**src/rtl/draw_sprite_pkg.sv**
```systemverilog
`default_nettype none
// ============================================================================
// Module      : draw_sprite_pkg
// Description : Shared widths, defaults and blink-state encoding for draw_sprite.
// Revision    : 1.0 - initial release
// ============================================================================
package draw_sprite_pkg;

   localparam int c_TIM_W  = 11;
   localparam int c_RGB_W  = 12;
   localparam int c_ROM_AW = 12;
   localparam int c_POS_W  = 12;

   localparam int                 c_SPRITE_W_DEF     = 64;
   localparam int                 c_SPRITE_H_DEF     = 64;
   localparam logic [c_RGB_W-1:0] c_KEY_COLOR_DEF    = 12'h0F0;
   localparam int                 c_FLASH_FRAMES_DEF = 16;

   typedef enum logic [0:0] {
      BLINK_IDLE  = 1'b0,
      BLINK_FLASH = 1'b1
   } blink_state_t;

endpackage
`default_nettype wire

```
**src/rtl/draw_sprite_delay.sv**
```systemverilog
`default_nettype none
// ============================================================================
// Module      : draw_sprite_delay
// Description : Resettable shift-register delay of a WIDTH-bit bus by CLK_DEL clocks.
// Revision    : 1.0 - initial release
// ============================================================================
module draw_sprite_delay #(
   parameter int WIDTH   = 8,
   parameter int CLK_DEL = 1
) (
   input  logic             clk,
   input  logic             rst_n,
   input  logic [WIDTH-1:0] i_din,
   output logic [WIDTH-1:0] o_dout
);

   logic [WIDTH-1:0] r_pipe [CLK_DEL];

   always_ff @(posedge clk) begin
      if (!rst_n) begin
         for (int i = 0; i < CLK_DEL; i++) begin
            r_pipe[i] <= '0;
         end
      end else begin
         r_pipe[0] <= i_din;
         for (int i = 1; i < CLK_DEL; i++) begin
            r_pipe[i] <= r_pipe[i-1];
         end
      end
   end

   assign o_dout = r_pipe[CLK_DEL-1];

endmodule
`default_nettype wire

```
**src/rtl/draw_sprite.sv**
```systemverilog
`default_nettype none
// ============================================================================
// Module      : draw_sprite
// Description : Overlays a ROM sprite with key-colour transparency and hit blinking.
// Revision    : 1.0 - initial release
// ============================================================================
module draw_sprite
   import draw_sprite_pkg::*;
#(
   parameter int                 SPRITE_W     = c_SPRITE_W_DEF,
   parameter int                 SPRITE_H     = c_SPRITE_H_DEF,
   parameter logic [c_RGB_W-1:0] KEY_COLOR    = c_KEY_COLOR_DEF,
   parameter int                 FLASH_FRAMES = c_FLASH_FRAMES_DEF
) (
   input  logic                clk,
   input  logic                rst_n,
   input  logic [c_TIM_W-1:0]  hcount_in,
   input  logic [c_TIM_W-1:0]  vcount_in,
   input  logic                hsync_in,
   input  logic                vsync_in,
   input  logic                hblnk_in,
   input  logic                vblnk_in,
   input  logic [c_RGB_W-1:0]  rgb_in,
   input  logic [c_POS_W-1:0]  xpos,
   input  logic [c_POS_W-1:0]  ypos,
   input  logic                hit,
   input  logic [c_RGB_W-1:0]  rom_rgb,
   output logic [c_ROM_AW-1:0] rom_addr,
   output logic [c_TIM_W-1:0]  hcount_out,
   output logic [c_TIM_W-1:0]  vcount_out,
   output logic                hsync_out,
   output logic                vsync_out,
   output logic                hblnk_out,
   output logic                vblnk_out,
   output logic [c_RGB_W-1:0]  rgb_out
);

   localparam int c_XB       = $clog2(SPRITE_W);
   localparam int c_YB       = $clog2(SPRITE_H);
   localparam int c_CNT_W    = (FLASH_FRAMES > 1) ? $clog2(FLASH_FRAMES) : 1;
   localparam int c_BUS_W    = 2*c_TIM_W + 4 + c_RGB_W;
   // The output register below supplies the third cycle of delay.
   localparam int c_PIPE_DEL = 2;

   logic                r_vsync_prev;
   logic                w_vs_rise;
   logic [c_POS_W-1:0]  r_xpos_l, r_ypos_l;
   logic [c_POS_W-1:0]  w_h, w_v, w_dx, w_dy;
   logic                w_in_sprite;
   logic                w_visible;
   logic                r_insp1, r_vis1, r_show2;

   blink_state_t        r_state, w_state_nxt;
   logic [c_CNT_W-1:0]  r_frame_cnt, w_frame_cnt_nxt;

   logic [c_BUS_W-1:0]  w_bus_d2;
   logic [c_TIM_W-1:0]  w_hcount_d2, w_vcount_d2;
   logic                w_hsync_d2, w_vsync_d2, w_hblnk_d2, w_vblnk_d2;
   logic [c_RGB_W-1:0]  w_rgb_d2;

   assign w_vs_rise = vsync_in & ~r_vsync_prev;

   assign w_h  = {1'b0, hcount_in};
   assign w_v  = {1'b0, vcount_in};
   assign w_dx = w_h - r_xpos_l;
   assign w_dy = w_v - r_ypos_l;

   // Extra MSB on the size compare keeps SPRITE_W/H up to 4096 representable.
   assign w_in_sprite = (w_h >= r_xpos_l) && ({1'b0, w_dx} < 13'(SPRITE_W)) &&
                        (w_v >= r_ypos_l) && ({1'b0, w_dy} < 13'(SPRITE_H));

   assign w_visible = (r_state == BLINK_IDLE) || !r_frame_cnt[0];

   always_comb begin
      w_state_nxt     = r_state;
      w_frame_cnt_nxt = r_frame_cnt;
      case (r_state)
         BLINK_IDLE: begin
            if (hit) begin
               w_state_nxt     = BLINK_FLASH;
               w_frame_cnt_nxt = '0;
            end
         end
         BLINK_FLASH: begin
            if (hit) begin
               w_frame_cnt_nxt = '0;
            end else if (w_vs_rise) begin
               if (r_frame_cnt == c_CNT_W'(FLASH_FRAMES-1)) begin
                  w_state_nxt     = BLINK_IDLE;
                  w_frame_cnt_nxt = '0;
               end else begin
                  w_frame_cnt_nxt = r_frame_cnt + 1'b1;
               end
            end
         end
         default: begin
            w_state_nxt     = BLINK_IDLE;
            w_frame_cnt_nxt = '0;
         end
      endcase
   end

   always_ff @(posedge clk) begin
      if (!rst_n) begin
         r_state     <= BLINK_IDLE;
         r_frame_cnt <= '0;
      end else begin
         r_state     <= w_state_nxt;
         r_frame_cnt <= w_frame_cnt_nxt;
      end
   end

   // Stage 1 and 2: position latch, ROM address and the per-pixel draw decision.
   always_ff @(posedge clk) begin
      if (!rst_n) begin
         r_vsync_prev <= 1'b0;
         r_xpos_l     <= '0;
         r_ypos_l     <= '0;
         rom_addr     <= '0;
         r_insp1      <= 1'b0;
         r_vis1       <= 1'b0;
         r_show2      <= 1'b0;
      end else begin
         r_vsync_prev <= vsync_in;
         if (w_vs_rise) begin
            r_xpos_l <= xpos;
            r_ypos_l <= ypos;
         end
         rom_addr <= c_ROM_AW'({w_dy[c_YB-1:0], w_dx[c_XB-1:0]});
         r_insp1  <= w_in_sprite;
         r_vis1   <= w_visible;
         r_show2  <= r_insp1 & r_vis1;
      end
   end

   draw_sprite_delay #(
      .WIDTH   (c_BUS_W),
      .CLK_DEL (c_PIPE_DEL)
   ) u_timing_delay (
      .clk    (clk),
      .rst_n  (rst_n),
      .i_din  ({hcount_in, vcount_in, hsync_in, vsync_in, hblnk_in, vblnk_in, rgb_in}),
      .o_dout (w_bus_d2)
   );

   assign {w_hcount_d2, w_vcount_d2, w_hsync_d2, w_vsync_d2,
           w_hblnk_d2, w_vblnk_d2, w_rgb_d2} = w_bus_d2;

   always_ff @(posedge clk) begin
      if (!rst_n) begin
         hcount_out <= '0;
         vcount_out <= '0;
         hsync_out  <= 1'b0;
         vsync_out  <= 1'b0;
         hblnk_out  <= 1'b0;
         vblnk_out  <= 1'b0;
         rgb_out    <= '0;
      end else begin
         hcount_out <= w_hcount_d2;
         vcount_out <= w_vcount_d2;
         hsync_out  <= w_hsync_d2;
         vsync_out  <= w_vsync_d2;
         hblnk_out  <= w_hblnk_d2;
         vblnk_out  <= w_vblnk_d2;
         if (w_hblnk_d2 || w_vblnk_d2) begin
            rgb_out <= '0;
         end else if (r_show2 && (rom_rgb != KEY_COLOR)) begin
            rgb_out <= rom_rgb;
         end else begin
            rgb_out <= w_rgb_d2;
         end
      end
   end

endmodule
`default_nettype wire

```
**config.mk**
```make
export PLATFORM = sky130hd
export DESIGN_NAME = draw_sprite
export DESIGN_NICKNAME = d
export VERILOG_FILES = /design/src/rtl/draw_sprite_pkg.sv /design/src/rtl/draw_sprite_delay.sv /design/src/rtl/draw_sprite.sv
export SDC_FILE = /design/constraint.sdc
export NUM_CORES = 1
export LEC_CHECK = 0
export ABC_AREA = 0
export CAP_MARGIN = 30
export CELL_PAD_IN_SITES_DETAIL_PLACEMENT = 1
export CELL_PAD_IN_SITES_GLOBAL_PLACEMENT = 2
export CORE_ASPECT_RATIO = 0.7
export CORE_MARGIN = 2
export CORE_UTILIZATION = 41
export DETAILED_ROUTE_END_ITERATION = 8
export DONT_BUFFER_PORTS = 1
export HOLD_SLACK_MARGIN = 0.05
export PLACE_DENSITY = 0.85
export SYNTH_ARGS = -nofsm -noshare
export SYNTH_HDL_FRONTEND = slang
export SYNTH_HIERARCHICAL = 1
export SYNTH_SLANG_ARGS = --single-unit
```
**constraint.sdc**
```tcl
create_clock -name clk -period 3.8 [get_ports clk]
set_input_delay 0.57 -clock clk [delete_from_list [all_inputs] [get_ports clk]]
set_output_delay 0.57 -clock clk [all_outputs]
set_load 0.02 [all_outputs]
```
==> results of run 1 <==
worst max-delay path: cells and delay by family, from the launching register on:
| kind | cells | cell delay (ns) |
|---|---|---|
| and+or+nand+nor | 2 | 0.39 |
| buffers and inverters | 1 | 0.05 |
| AOI/OAI and AO/OA | 5 | 1.21 |
| DFF | 1 | 0.33 |
| adders and majority gates | 2 | 0.57 |
per-layer routing:
metal | global-route usage, % | up-vias
li1 | - | 1953
met2 | 27.0 | 77
met1 | 20.5 | 1853
met4 | 7.01 | 0
met5 | 0 | -
met3 | 5.36 | 16
state kept, by name, indices dropped and copies added, names as in the netlist:
name	cells
vsync_out	1
r_xpos_l	12
hsync_out	1
r_show2	1
r_state	1
vblnk_out	1
vcount_out	11
u_timing_delay/r_pipe	76
r_frame_cnt	4
hcount_out	11
rom_addr	12
r_vis1	1
r_ypos_l	12
r_insp1	1
hblnk_out	1
rgb_out	12
r_vsync_prev	1
power by group through the flow:
stage | Combinational, mW | Clock [mW] | Sequential (mW)
after floorplan | 0.263 | 0 | 1.83
after global placement | 0.274 | 0 | 1.84
after detailed placement | 0.289 | 0 | 1.84
after CTS | 0.291 | 1.84 | 1.81
after global routing | 0.329 | 1.92 | 1.81
final | 0.289 | 1.79 | 1.80
area by class of cell:
type                       instances  share of cell area [%]
sequential                       159                    48.0
multi-input combinational        390                    37.0
clock buffer                      19                    6.53
tap                              195                    3.68
clock inverter                    13                    2.79
inverter                          29                    1.64
timing repair buffer               2                   0.339
cells in the mapped netlist (all sizes together) (3+ instances only):
master | count | area, um^2
nor2b | 12 | 75.1
mux2i | 7 | 70.1
dfxtp | 159 | 3180
ha | 23 | 288
a21boi | 27 | 203
clkbuf | 18 | 67.6
o211ai | 3 | 22.5
buf | 48 | 365
nor3 | 8 | 40.0
nand2 | 74 | 278
a21o | 4 | 31.3
nor2 | 28 | 105
o21a | 4 | 30.0
inv | 29 | 109
and2 | 108 | 676
a21oi | 27 | 135
nand3 | 11 | 55.1
o21ai | 12 | 60.1
nand2b | 5 | 31.3
xor2 | 4 | 35.0
how the worst min path moves through the flow:
| stage | startpoint | to | slack (ns) |
|---|---|---|---|
| floorplan | u_timing_delay/r_pipe[0][36]$_SDFF_PN0_ | u_timing_delay/r_pipe[0][74]$_SDFF_PN0_ | 0.41 |
| global placement | u_timing_delay/r_pipe[0][36]$_SDFF_PN0_ | u_timing_delay/r_pipe[0][74]$_SDFF_PN0_ | 0.41 |
| detailed placement | u_timing_delay/r_pipe[0][36]$_SDFF_PN0_ | u_timing_delay/r_pipe[0][74]$_SDFF_PN0_ | 0.42 |
| CTS | vsync_in | r_vsync_prev$_SDFF_PN0_ | 0.26 |
| global route | vcount_in[9] | u_timing_delay/r_pipe[0][25]$_SDFF_PN0_ | 0.24 |
| finish | vsync_in | r_vsync_prev$_SDFF_PN0_ | 0.27 |
cell families after synthesis:
| group | synth area share, % |
|---|---|
| xor+xnor | 0.850 |
| buf+inv | 8.77 |
| compound gates | 10.3 |
| flops | 51.5 |
| fa+ha+maj | 5.30 |
| mux | 1.32 |
| simple gates | 21.9 |
metrics by stage:
stage,area [um^2],util [%]
floorplan,6180,-
global placement,6000,40.8
detailed placement,6020,40.9
CTS,6630,45.1
global route,6630,45.1
finish,6630,45.1
==> results.cfg, run 1 <==
[setup_path]
slowest_delay_ns = 0.40
reg2reg_depth = 10
setup.worst_path.end = r_insp1$_SDFF_PN0_
timing.critical_path.cells = ha_1, inv_1, fa_1, a211oi_1, o21bai_1, a21oi_1, o22ai_1, nor4_2, nand3_1, a2111oi_2
worst-endpoint-arrival_ns = 2.96
crit_start = r_xpos_l[0]$_SDFFE_PN0P_
critical_path_peak_fanout = 3
setup.worst_path.end_class = register
setup.worst_path.start_class = register
critPathRequiredTime_ns = 4.12
reg2reg_setup_slack_ns = 1.15
crit-reg2reg-capture = r_insp1$_SDFF_PN0_
startpoint_of_the_worst_register_to_register_path = r_xpos_l[0]$_SDFFE_PN0P_
crit_type = register to register
worst_path_max_delay_cell = fa_1

[clock_tree]
post-cts-setup-buffer-count = 0
cts_resized = 0
worstSkewPairLatency_ns = 0.42
number_of_buffers_added_by_the_clock_tree_synthesis_step = 17
h-tree-depth = 4
cts-root-to-sink-buffers = 2
clk_pin_slew_ns = 0.07
tritoncts = built
post_cts_hold_buffer_count = 0
cts-root-buf = clkbuf_16
tritoncts_num_sinks = 159

[power]
vdd_ir_drop_max_v = 0.000273
cell_internal_pwr_mw = 2.98
power_density_mw_per_mm2 = 585
power.sequential.fraction_pct = 46.5
power.clock.fraction_pct = 46.1
leakagePower_nw = 2.67
share_comb_of_total_power_pct = 7.4
total_switching_power_mw = 0.904
sw_frac_of_total_pct = 23.3
p_total_mw = 3.88

[drt]
remaining_drc_errors = 0
drtPass1Iterations = 5
route.vias.total = 3899
final_antenna_net_count = 0
dr.max_layer_used = met4
wirelength_met1_mm = 5.95
wl_met3_um = 607
mean_routed_wirelength_per_cell_um = 15.9
post_drt_via_cell_ratio = 4.83
dr_wl_met2_mm = 6.08
totalWireLength_mm = 12.8
detail_route.iter0.violations = 166

[global_routing]
first_pass_grt_wire_length_mm = 20.5
maximum_number_of_pins_on_one_net_before_global_route_repair = 146
grt_antenna_before_repair = 0
grt_util_all_layers_pct = 16.7
sum_of_overflow_across_all_layers_after_global_routing = 0
grt_pass1_vias = 4104

[placed_design]
place_congestion = 0.785
dp.final_hpwl_mm = 9.26
placed_cells_incl_taps = 775
post-place-ws_ns = 0.881
portBuffers = 0

[min_path]
hp-class = input pin to register
worst_hold_path.num_cells = 1

[final_layout]
antenna_cells = 0
multi_input_area_mm2 = 0.00246
layout_commonest_cell = dfxtp_1
finish.cell_count_without_fillers = 807
post_route_cells_drive_above_1_share_pct = 6.21
area_delta_synth_final_pct = 7.35
finish.net_count = 701
most_frequent_cells_in_the_layout = 159 x dfxtp_1, 108 x and2_1, 74 x nand2_1
fillCellCount = 1654
register_area_mm2 = 0.00318

[logic_synthesis]
avgSynthCellArea_um2 = 9.60
mappedNetlistNets = 746
yosysUniqueCellTypes = 50
number_of_enable_type_register_cells_in_the_synthesized_netlist = 0
ys_seq_area_share_pct = 51.5
yosysWarnings = 6
async_set_or_reset_register_ratio_after_synthesis_pct = 0
postSynth.topFlopCell = dfxtp_1
synthesized_netlist_cell_count = 644
synth.ff_latch_count = 159
netlist_area_before_placement_mm2 = 0.00618

[timing]
hold_slack_ns = 0.271
maxSlewViolCount = 0
final_critical_path_setup_slack_ns = 1.15
max_freq_ghz = 0.378
timing.final.crit_share_pct = 69.7
finalSetupTns_ns = 0
setup_repair_after_global_routing_missed_its_margin = no
worst_case_clock_skew_ns = 0.0102
worst_pin_slew_ns = 0.580
final-hold-violation-count = 0
setup_viol = 0
timing.final.crit_period_ns = 2.65
relSlewSlack_pct = 61.3

[floorplanning]
die_area_mm2 = 0.0161
initial_utilization_pct = 42.0
io_pins = 127
placementRows = 37
fp.dieH_um = 107
die_x_um = 151
area_of_the_core_region_mm2 = 0.0147

[status]
outcome = complete, no violations

[job]
max-cap-violations = 0
Note: power is estimated with default switching activity, not from simulation.
==> run 2: changes to the inputs <==
- CORE_UTILIZATION: 41 -> 35
- PLACE_DENSITY: 0.85 -> 0.77
- clock period: 3.8 -> 2.3 ns (I/O delays scaled with it)
==> run 2 against run 1 <==
  * Cell count rose by 14%
  * Highest routed layer unchanged
  * Hold slack worse by 0.21 ns
  * Register-to-register slack got worse by 1.1 ns
  * Flip-flop and latch count unchanged
==> results.cfg, run 2 (synthesis results as in run 1) <==
[drt]
mean_routed_wirelength_per_cell_um = 16.6
drtPass1Iterations = 4
remaining_drc_errors = 0
totalWireLength_mm = 15.3
detail_route.iter0.violations = 222
route.vias.total = 4232
post_drt_via_cell_ratio = 4.60
final_antenna_net_count = 0

[timing]
setup_viol = 0
timing.final.crit_period_ns = 2.26
setup_repair_after_global_routing_missed_its_margin = yes
max_freq_ghz = 0.442
worst_pin_slew_ns = 0.547
relSlewSlack_pct = 63.4
final-hold-violation-count = 0
worst_case_clock_skew_ns = 0.0126
timing.final.crit_share_pct = 98.4
final_critical_path_setup_slack_ns = 0.0371
maxSlewViolCount = 0

[final_layout]
finish.net_count = 778
layout_commonest_cell = dfxtp_1
most_frequent_cells_in_the_layout = 156 x dfxtp_1, 108 x and2_1, 74 x nand2_1
fillCellCount = 1947
largest_register_ffs = 76
multi_input_area_mm2 = 0.00256
regMostFlops = u_timing_delay/r_pipe
area_delta_synth_final_pct = 21.8
post_route_cells_drive_above_1_share_pct = 11.9
register_area_mm2 = 0.00319
fin_util_pct = 43.7
finish.cell_count_without_fillers = 921

[clock_tree]
tritoncts = built
cts-root-to-sink-buffers = 2
cts-root-buf = clkbuf_16
tritoncts_num_sinks = 159
worstSkewPairLatency_ns = 0.43
clk_pin_slew_ns = 0.07
number_of_buffers_added_by_the_clock_tree_synthesis_step = 17
h-tree-depth = 4

[floorplanning]
initial_utilization_pct = 35.9
fp.dieH_um = 115
area_of_the_core_region_mm2 = 0.0172
die_x_um = 163
placementRows = 40
die_area_mm2 = 0.0188
io_pins = 127

[setup_path]
setup.worst_path.end_class = register
worst-endpoint-arrival_ns = 2.57
setup.worst_path.start_class = register
critical_path_peak_fanout = 3
critPathRequiredTime_ns = 2.61
reg2reg_setup_slack_ns = 0.04
crit_type = register to register

[placed_design]
placed_cells_incl_taps = 831
dp.final_hpwl_mm = 9.62
place_congestion = 0.869
post-place-ws_ns = -0.237
portBuffers = 0

[global_routing]
grt_antenna_before_repair = 1
grt_pass1_vias = 4546
first_pass_grt_wire_length_mm = 24.2
grt_util_all_layers_pct = 17.0
maximum_number_of_pins_on_one_net_before_global_route_repair = 71
sum_of_overflow_across_all_layers_after_global_routing = 0

[status]
outcome = complete, no violations

[power]
leakagePower_nw = 3.03
vdd_ir_drop_max_v = 0.000313
power_density_mw_per_mm2 = 884

[min_path]
hp-class = input pin to register

[job]
max-cap-violations = 0
[run 2: metal layers]
| metal | wire length (um) | GRT usage, % | vias to the layer above |
|---|---|---|---|
| li1 | - | - | 2112 |
| met1 | 7180 | 21.1 | 2020 |
| met2 | 7250 | 28.4 | 87 |
| met3 | 643 | 5.16 | 13 |
| met4 | 218 | 5.49 | 0 |
| met5 | 0 | 0 | - |
[run 2: report_power, final]
part	total (mW)	internal [mW]	switching [mW]
clock	3.00	1.86	1.14
combinational	0.674	0.333	0.341
sequential	2.98	2.89	0.0947
total	6.65	5.07	1.58
[run 2: path summary, 6_finish.rpt]
check,start,endpoint,cells past startpoint
worst max register to register,r_ypos_l[0]$_SDFFE_PN0P_,r_insp1$_SDFF_PN0_,9
worst min-delay path,ypos[6],r_ypos_l[6]$_SDFFE_PN0P_,2
worst min register to register,u_timing_delay/r_pipe[0][2]$_SDFF_PN0_,u_timing_delay/r_pipe[0][40]$_SDFF_PN0_,1
worst max-delay path,r_ypos_l[0]$_SDFFE_PN0P_,r_insp1$_SDFF_PN0_,9
[run 2: cell type report]
type / count / area share, %
diodes: 1 / 0.0333
clock inverters: 12 / 2.41
clock buffers: 20 / 5.94
multi-input cells: 390 / 34.0
well taps: 231 / 3.84
inverters: 29 / 1.45
flip-flops and latches: 159 / 42.4
repair buffers: 79 / 9.94
[run 2: metrics by stage]
stage | power (mW) | area [um^2] | hold WS (ns) | TNS [ns]
2_1_floorplan | 3.46 | 6190 | 0.406 | 0
3_3_place_gp | 3.55 | 6210 | 0.410 | -0.190
3_5_place_dp | 3.57 | 6210 | 0.420 | -0.237
4_1_cts | 6.72 | 7500 | 0.0506 | 0
5_1_grt | 6.96 | 7520 | 0.0507 | -0.113
6_report | 6.65 | 7520 | 0.0642 | 0
[run 2: critical path, stage by stage (launching register included)]
cell       delay, ns
dfxtp_1         0.31
ha_1            0.20
fa_1            0.40
nand2b_4        0.17
a21oi_2         0.24
a41oi_2         0.18
a21oi_1         0.19
mux2_1          0.33
nand3_1         0.08
a2111oi_2       0.04
[run 2: timing repair]
item                                    CTS  global route
gates resized for setup                  19             3
pin swaps                                14             3
endpoints found under the hold margin    92             8
hold buffers                             54             1
buffers inserted                          2             0
endpoints found under the setup margin    1             1
